<file path="src/rtl/mem_arbiter.sv">
// Round-robin / fixed-priority arbiter sharing one registered-read RAM
// between the fetch port and the load/store port.
module mem_arbiter #(
  parameter int ADDR_W = 8,
  parameter int DATA_W = 32,
  parameter int RR_EN  = 1
) (
  input  logic              clock,
  input  logic              clear,
  input  logic              if_req,
  input  logic [ADDR_W-1:0] if_addr,
  output logic              if_ack,
  output logic [DATA_W-1:0] if_rdata,
  input  logic              d_req,
  input  logic              d_we,
  input  logic [ADDR_W-1:0] d_addr,
  input  logic [DATA_W-1:0] d_wdata,
  output logic              d_ack,
  output logic [DATA_W-1:0] d_rdata,
  output logic [ADDR_W-1:0] mem_addr,
  output logic [DATA_W-1:0] mem_din,
  output logic              mem_wren,
  input  logic [DATA_W-1:0] mem_dout,
  output logic              busy
);

  typedef enum logic [2:0] {
    IDLE,
    RD_ISSUE,
    RD_CAP,
    WR_ISSUE,
    DONE
  } state_t;

  state_t r_state;
  logic   r_owner;
  logic   r_last;
  logic   w_any;
  logic   w_tie;
  logic   w_grant_d;

  // owner/last hold 1 for D, 0 for IF
  assign w_any     = if_req | d_req;
  assign w_tie     = if_req & d_req;
  assign w_grant_d = w_tie ? ((RR_EN != 0) ? ~r_last : 1'b1)
                           : d_req;
  assign busy      = (r_state != IDLE);

  always_ff @(posedge clock or negedge clear) begin
    if (!clear) begin
      r_state  <= IDLE;
      r_owner  <= 1'b0;
      r_last   <= 1'b1;
      mem_addr <= '0;
      mem_din  <= '0;
      mem_wren <= 1'b0;
      if_ack   <= 1'b0;
      d_ack    <= 1'b0;
      if_rdata <= '0;
      d_rdata  <= '0;
    end else begin
      if_ack <= 1'b0;
      d_ack  <= 1'b0;
      unique case (r_state)
        IDLE: begin
          if (w_any) begin
            r_owner  <= w_grant_d;
            r_last   <= w_grant_d;
            mem_addr <= w_grant_d ? d_addr : if_addr;
            if (w_grant_d && d_we) begin
              mem_din  <= d_wdata;
              mem_wren <= 1'b1;
              r_state  <= WR_ISSUE;
            end else begin
              r_state  <= RD_ISSUE;
            end
          end
        end
        RD_ISSUE: r_state <= RD_CAP;
        RD_CAP: begin
          if (r_owner) begin
            d_rdata <= mem_dout;
            d_ack   <= 1'b1;
          end else begin
            if_rdata <= mem_dout;
            if_ack   <= 1'b1;
          end
          r_state <= DONE;
        end
        WR_ISSUE: begin
          mem_wren <= 1'b0;
          d_ack    <= 1'b1;
          r_state  <= DONE;
        end
        DONE:    r_state <= IDLE;
        default: r_state <= IDLE;
      endcase
    end
  end

endmodule
</file>
<file path="config.mk">
export PLATFORM = sky130hd
export DESIGN_NAME = mem_arbiter
export DESIGN_NICKNAME = d
export VERILOG_FILES = /design/src/rtl/mem_arbiter.sv
export SDC_FILE = /design/constraint.sdc
export NUM_CORES = 1
export LEC_CHECK = 0
export CAP_MARGIN = 30
export CORE_MARGIN = 2
export CORE_UTILIZATION = 35
export CTS_BUF_LIST = sky130_fd_sc_hd__clkbuf_8
export CTS_CLUSTER_DIAMETER = 150
export DETAILED_ROUTE_END_ITERATION = 8
export HOLD_SLACK_MARGIN = 0.06
export PLACE_DENSITY = 0.68
export SLEW_MARGIN = 20
export SYNTH_ARGS = -nofsm -noshare
export SYNTH_HDL_FRONTEND = slang
export SYNTH_SLANG_ARGS = --single-unit
</file>
<file path="constraint.sdc">
create_clock -name clock -period 1.78 [get_ports clock]
set_input_delay 0.356 -clock clock [delete_from_list [all_inputs] [get_ports clock]]
set_output_delay 0.356 -clock clock [all_outputs]
set_load 0.05 [all_outputs]
</file>
Word-level counts from Yosys, hierarchy flattened
Index checks and enable logic that the tools add are counted.
{"block": "totals", "wordCells": 41, "romBits": 0, "reg_bits": 112, "latch_bits": 0, "output_inout_bits": 108, "ram_bits": 0, "mem_count": 0, "input_bits": 85}
{"block": "op_classes", "bitwise_logic": 4, "mul": 0, "reduce_logical": 10, "n_shift": 0, "mux": 12, "n_lt_le_gt_ge": 0, "n_addsub": 0, "n_div": 0, "n_eq_ne": 5}
{"cell": "3-bit one-hot mux with 3 select lines", "n": 1}
{"cell": "8-bit 2-to-1 mux", "n": 1}
{"cell": "3-bit by 2-bit == test with 1-bit output (second input constant)", "n": 2}
{"cell": "1-bit 2-to-1 mux", "n": 6}
{"cell": "2-bit AND reduction", "n": 3}
{"cell": "3-bit AND reduction", "n": 2}
{"cell": "2-bit != test (second input constant)", "n": 2}
{"cell": "1-bit one-hot mux with 2 select lines", "n": 2}
{"cell": "3-bit by 1-bit == test with 1-bit output (second input constant)", "n": 1}
{"cell": "3-bit zero test", "n": 1}
{"cell": "3-bit 2-to-1 mux", "n": 1}
{"cell": "3-bit nonzero test", "n": 1}
{"cell": "2-bit 2-to-1 mux", "n": 1}
{"cell": "1-bit NOT", "n": 2}
{"cell": "2-bit nonzero test", "n": 1}
{"cell": "2-bit OR reduction", "n": 1}
{"cell": "1-bit bitwise AND", "n": 1}
{"cell": "1-bit logical AND", "n": 1}
{"cell": "1-bit bitwise OR", "n": 1}

Longest topological paths before layout
{"block": "depth", "depth_word": 6, "depth_mapped": 5}

Worst setup path before layout
No wires, ideal clock.
{"block": "synth_path", "path_type": "register -> register", "start": "register r_state[2]", "end": "register d_rdata[11]", "path_buffers": 1, "synth_period_minus_slack_ns": 1.596, "slack_ns": 0.184, "stages_incl_launch_ff": 5, "required_time_ns": 1.655, "arrival_time_ns": 1.471, "cell_sequence": "dfrtp_1 -> nand2b_2 -> nor3b_4 -> buf_6 -> mux2_2"}
{"block": "synth_between", "elab_chain_len": 2}
{"item": "from (decl)", "line_no": "35", "text": "state_t r_state;"}
{"item": "from (signal assigned)", "line_no": "51", "text": "r_state <= IDLE;"}
{"item": "from (signal assigned)", "line_no": "73", "text": "r_state <= WR_ISSUE;"}
{"item": "from (signal assigned)", "line_no": "75", "text": "r_state <= RD_ISSUE;"}
{"item": "3-bit by 2-bit == test with 1-bit output", "line_no": "64", "text": "unique case (r_state)"}
{"item": "2-bit AND reduction (no line)"}
{"item": "to (signal assigned)", "line_no": "82", "text": "d_rdata <= mem_dout;"}
{"item": "to (decl)", "line_no": "19", "text": "output logic [DATA_W-1:0] d_rdata,"}
Every way passes these cells.
A chain may end at the register's enable or synchronous reset.

Worst setup path in the final report
{"block": "layout_path", "start": "register r_state[2]", "end": "register d_rdata[20]"}
The elaborated chain is that of the path after synthesis.

==> impl_metrics.tcl <==
set metrics [dict create \
    cts_max_level 3 \
    num_rows 41 \
    routedWlPerCell_um 15.08 \
    synth_area_per_cell_um2 16.10 \
    critPathCaptureType "flip-flop" \
    syn_inst 276 \
    layout.nets 570 \
    maxCapViolations 0 \
    start_util_pct 35.51 \
    final_common_cell "buf_4" \
    setup_violations 0 \
    grt_max_degree 43 \
    clkSlewWorstSetupHoldPaths_ns 0.10 \
    drive_gt1_share_pct 48.06 \
    dp.cells 642 \
    grt.total_usage_pct 15.05 \
    overflow 0 \
    die-area_mm2 0.01362 \
    post-route-period-util_pct 94.98 \
    cp.required_ns 2.05 \
    drv_slew 0 \
    die_h_um 116.7 \
    cts.sinks 112 \
    clock_skew_ns 0.007582 \
    cts_buffers 9 \
    final_cells 661 \
    antennaDiodeCount 0 \
    path_cells "nand2b_2 -> nor3b_4 -> buf_12 -> mux2_2" \
    io_buffers 192 \
    crit_family "simple AND/OR/NAND/NOR gates" \
    layout_min_cycle_time_ns 1.691 \
    hold_viol_final 0 \
    drt_wl_total_um 9965 \
    hpwlAfterDp_um 7376 \
    crit_path_top_delay_cell "dfrtp_1" \
    yosysWarnings 0 \
    cts_tree "built" \
    drc 0 \
    crit_fanout 16 \
    hold_path_class "input pin to async pin" \
    worst_pin_slew_ns 0.3519 \
    status "finished clean" \
    via_count 2957 \
    hold_slack_ns 0.3985 \
    max_freq_ghz 0.5915 \
    crit_type "flip-flop to flip-flop" \
    rsz0062_at_grt "no" \
    cts_max_path_buffers 2 \
    drt_iter0_markers 131 \
    ant_nets 0 \
    die_w_um 116.7 \
    crit_path_start_kind "flip-flop" \
    yosys_register_bits 112 \
    cts_root_buf "clkbuf_8" \
    grt_pass1_vias 3075 \
    cp.arrival_ns 1.96 \
    yosysUniqueCellTypes 25 \
    antenna_found_initial 0 \
    dr.pass1.iters 5 \
    path_buf_inv 1 \
    syn_nets 361 \
    area_growth_syn_to_layout_pct 48.34 \
    syn_area_mm2 0.004444 \
    final_cell_mix "buf_4 (118), dfrtp_1 (110), clkdlybuf4s50_1 (83)" \
    globalplace.congestion 0.7147 \
    slowest_delay_ns 0.44 \
    io_pins 193 \
    grt_first_pass_wirelength_um 15670 \
    clock_latency_ns 0.38 \
    core-area_mm2 0.01252 \
    max_slew_margin_pct 76.54 \
    vias_per_cell 4.474 \
    yosysSeqAreaShare_pct 63.09 \
]
## routing by layer
layer / part of all wire [%] / GRT usage, %
met1: 42 / 19.61
met2: 48 / 23.04
met3: 8.7 / 5.449
met4: 1.3 / 5.725
met5: 0 / 0
## through the flow
step / instance area [um^2] / setup TNS, ns / setup WS (ns) / utilization [%]
2_1_floorplan: 4444 / 0 / 0.1837 / -
3_3_place_gp: 6411 / 0 / 0.01773 / 51.22
3_5_place_dp: 6411 / -0.1244 / -0.04284 / 51.22
4_1_cts: 6578 / 0 / 0.03731 / 52.55
5_1_grt: 6593 / 0 / 0.01457 / 52.67
6_report: 6593 / 0 / 0.08942 / 52.67
## final timing paths
kind | startpoint | to | slack, ns | cells after the start
worst max-delay path | r_state[2] | d_rdata[20] | 0.09 | 4
worst min-delay path | clear | if_rdata[16] | 0.40 | 2
worst max register to register | r_state[2] | d_rdata[20] | 0.09 | 4
worst min register to register | d_rdata[16] | d_rdata[16] | 0.50 | 1
max in group asynchronous | clear | r_last | 0.81 | 3
min in group clock | d_rdata[16] | d_rdata[16] | 0.50 | 1
## cell type report
| type | instances | area (um^2) |
|---|---|---|
| clock buffers | 9 | 123.9 |
| clock inverters | 6 | 23.77 |
| fillers | 1108 | 5924 |
| inverters | 29 | 108.9 |
| multi-input cells | 123 | 1429 |
| flip-flops and latches | 112 | 2805 |
| well taps | 172 | 215.2 |
| repair buffers | 210 | 1887 |
## Yosys cell counts (all sizes together)
library cell  instances  area, um^2
clkbuf                2       7.510
dfstp                 1       26.28
a21o                  1       7.510
buf                  10       95.08
nand2b                2       15.02
mux2                 96        1190
a31oi                 1       6.260
nand2                 3       11.26
and3                  2       12.51
a222oi                8       80.08
o21ai                 1       5.000
o31ai                 1       7.510
dfrtp               111        2778
nor3                  3       37.53
inv                  29       108.9
o2bb2ai               1       8.760
nor2                  2       7.510
nand4                 1       21.27
nor3b                 1       18.77
## state kept, by name (all words and copies together) (netlist names)
| name | flops |
|---|---|
| r_state | 3 |
| d_ack | 1 |
| mem_addr | 8 |
| r_owner | 1 |
| if_rdata | 32 |
| d_rdata | 32 |
| if_ack | 1 |
| r_last | 1 |
| mem_din | 32 |
| mem_wren | 1 |
## cell families after synthesis
logic type             after synthesis  share of synthesized area (%)
AOI/OAI and AO/OA                   13                          2.590
buffers and inverters               41                          4.758
muxes                               96                          26.77
DFF                                112                          63.09
and+or+nand+nor                     14                          2.787
## worst reg2reg max path, cell delays in order, from the launching register on
cell,delay (ns)
dfrtp_1,0.44
nand2b_2,0.26
nor3b_4,0.31
buf_12,0.20
mux2_2,0.36
## what timing repair did
item / 4_1_cts / 5_1_grt
gates cloned: 0 / 0
hold buffers: 1 / 0
endpoints found under the setup margin: 1 / 3
pin swaps: 1 / 1
resized for setup: 1 / 0
buffers inserted: 1 / 2
endpoints found under the hold margin: 17 / 0
Power is left out: the tool's default activity adds up to more than one toggle a clock period on the data nets, which glitch-free logic cannot reach.
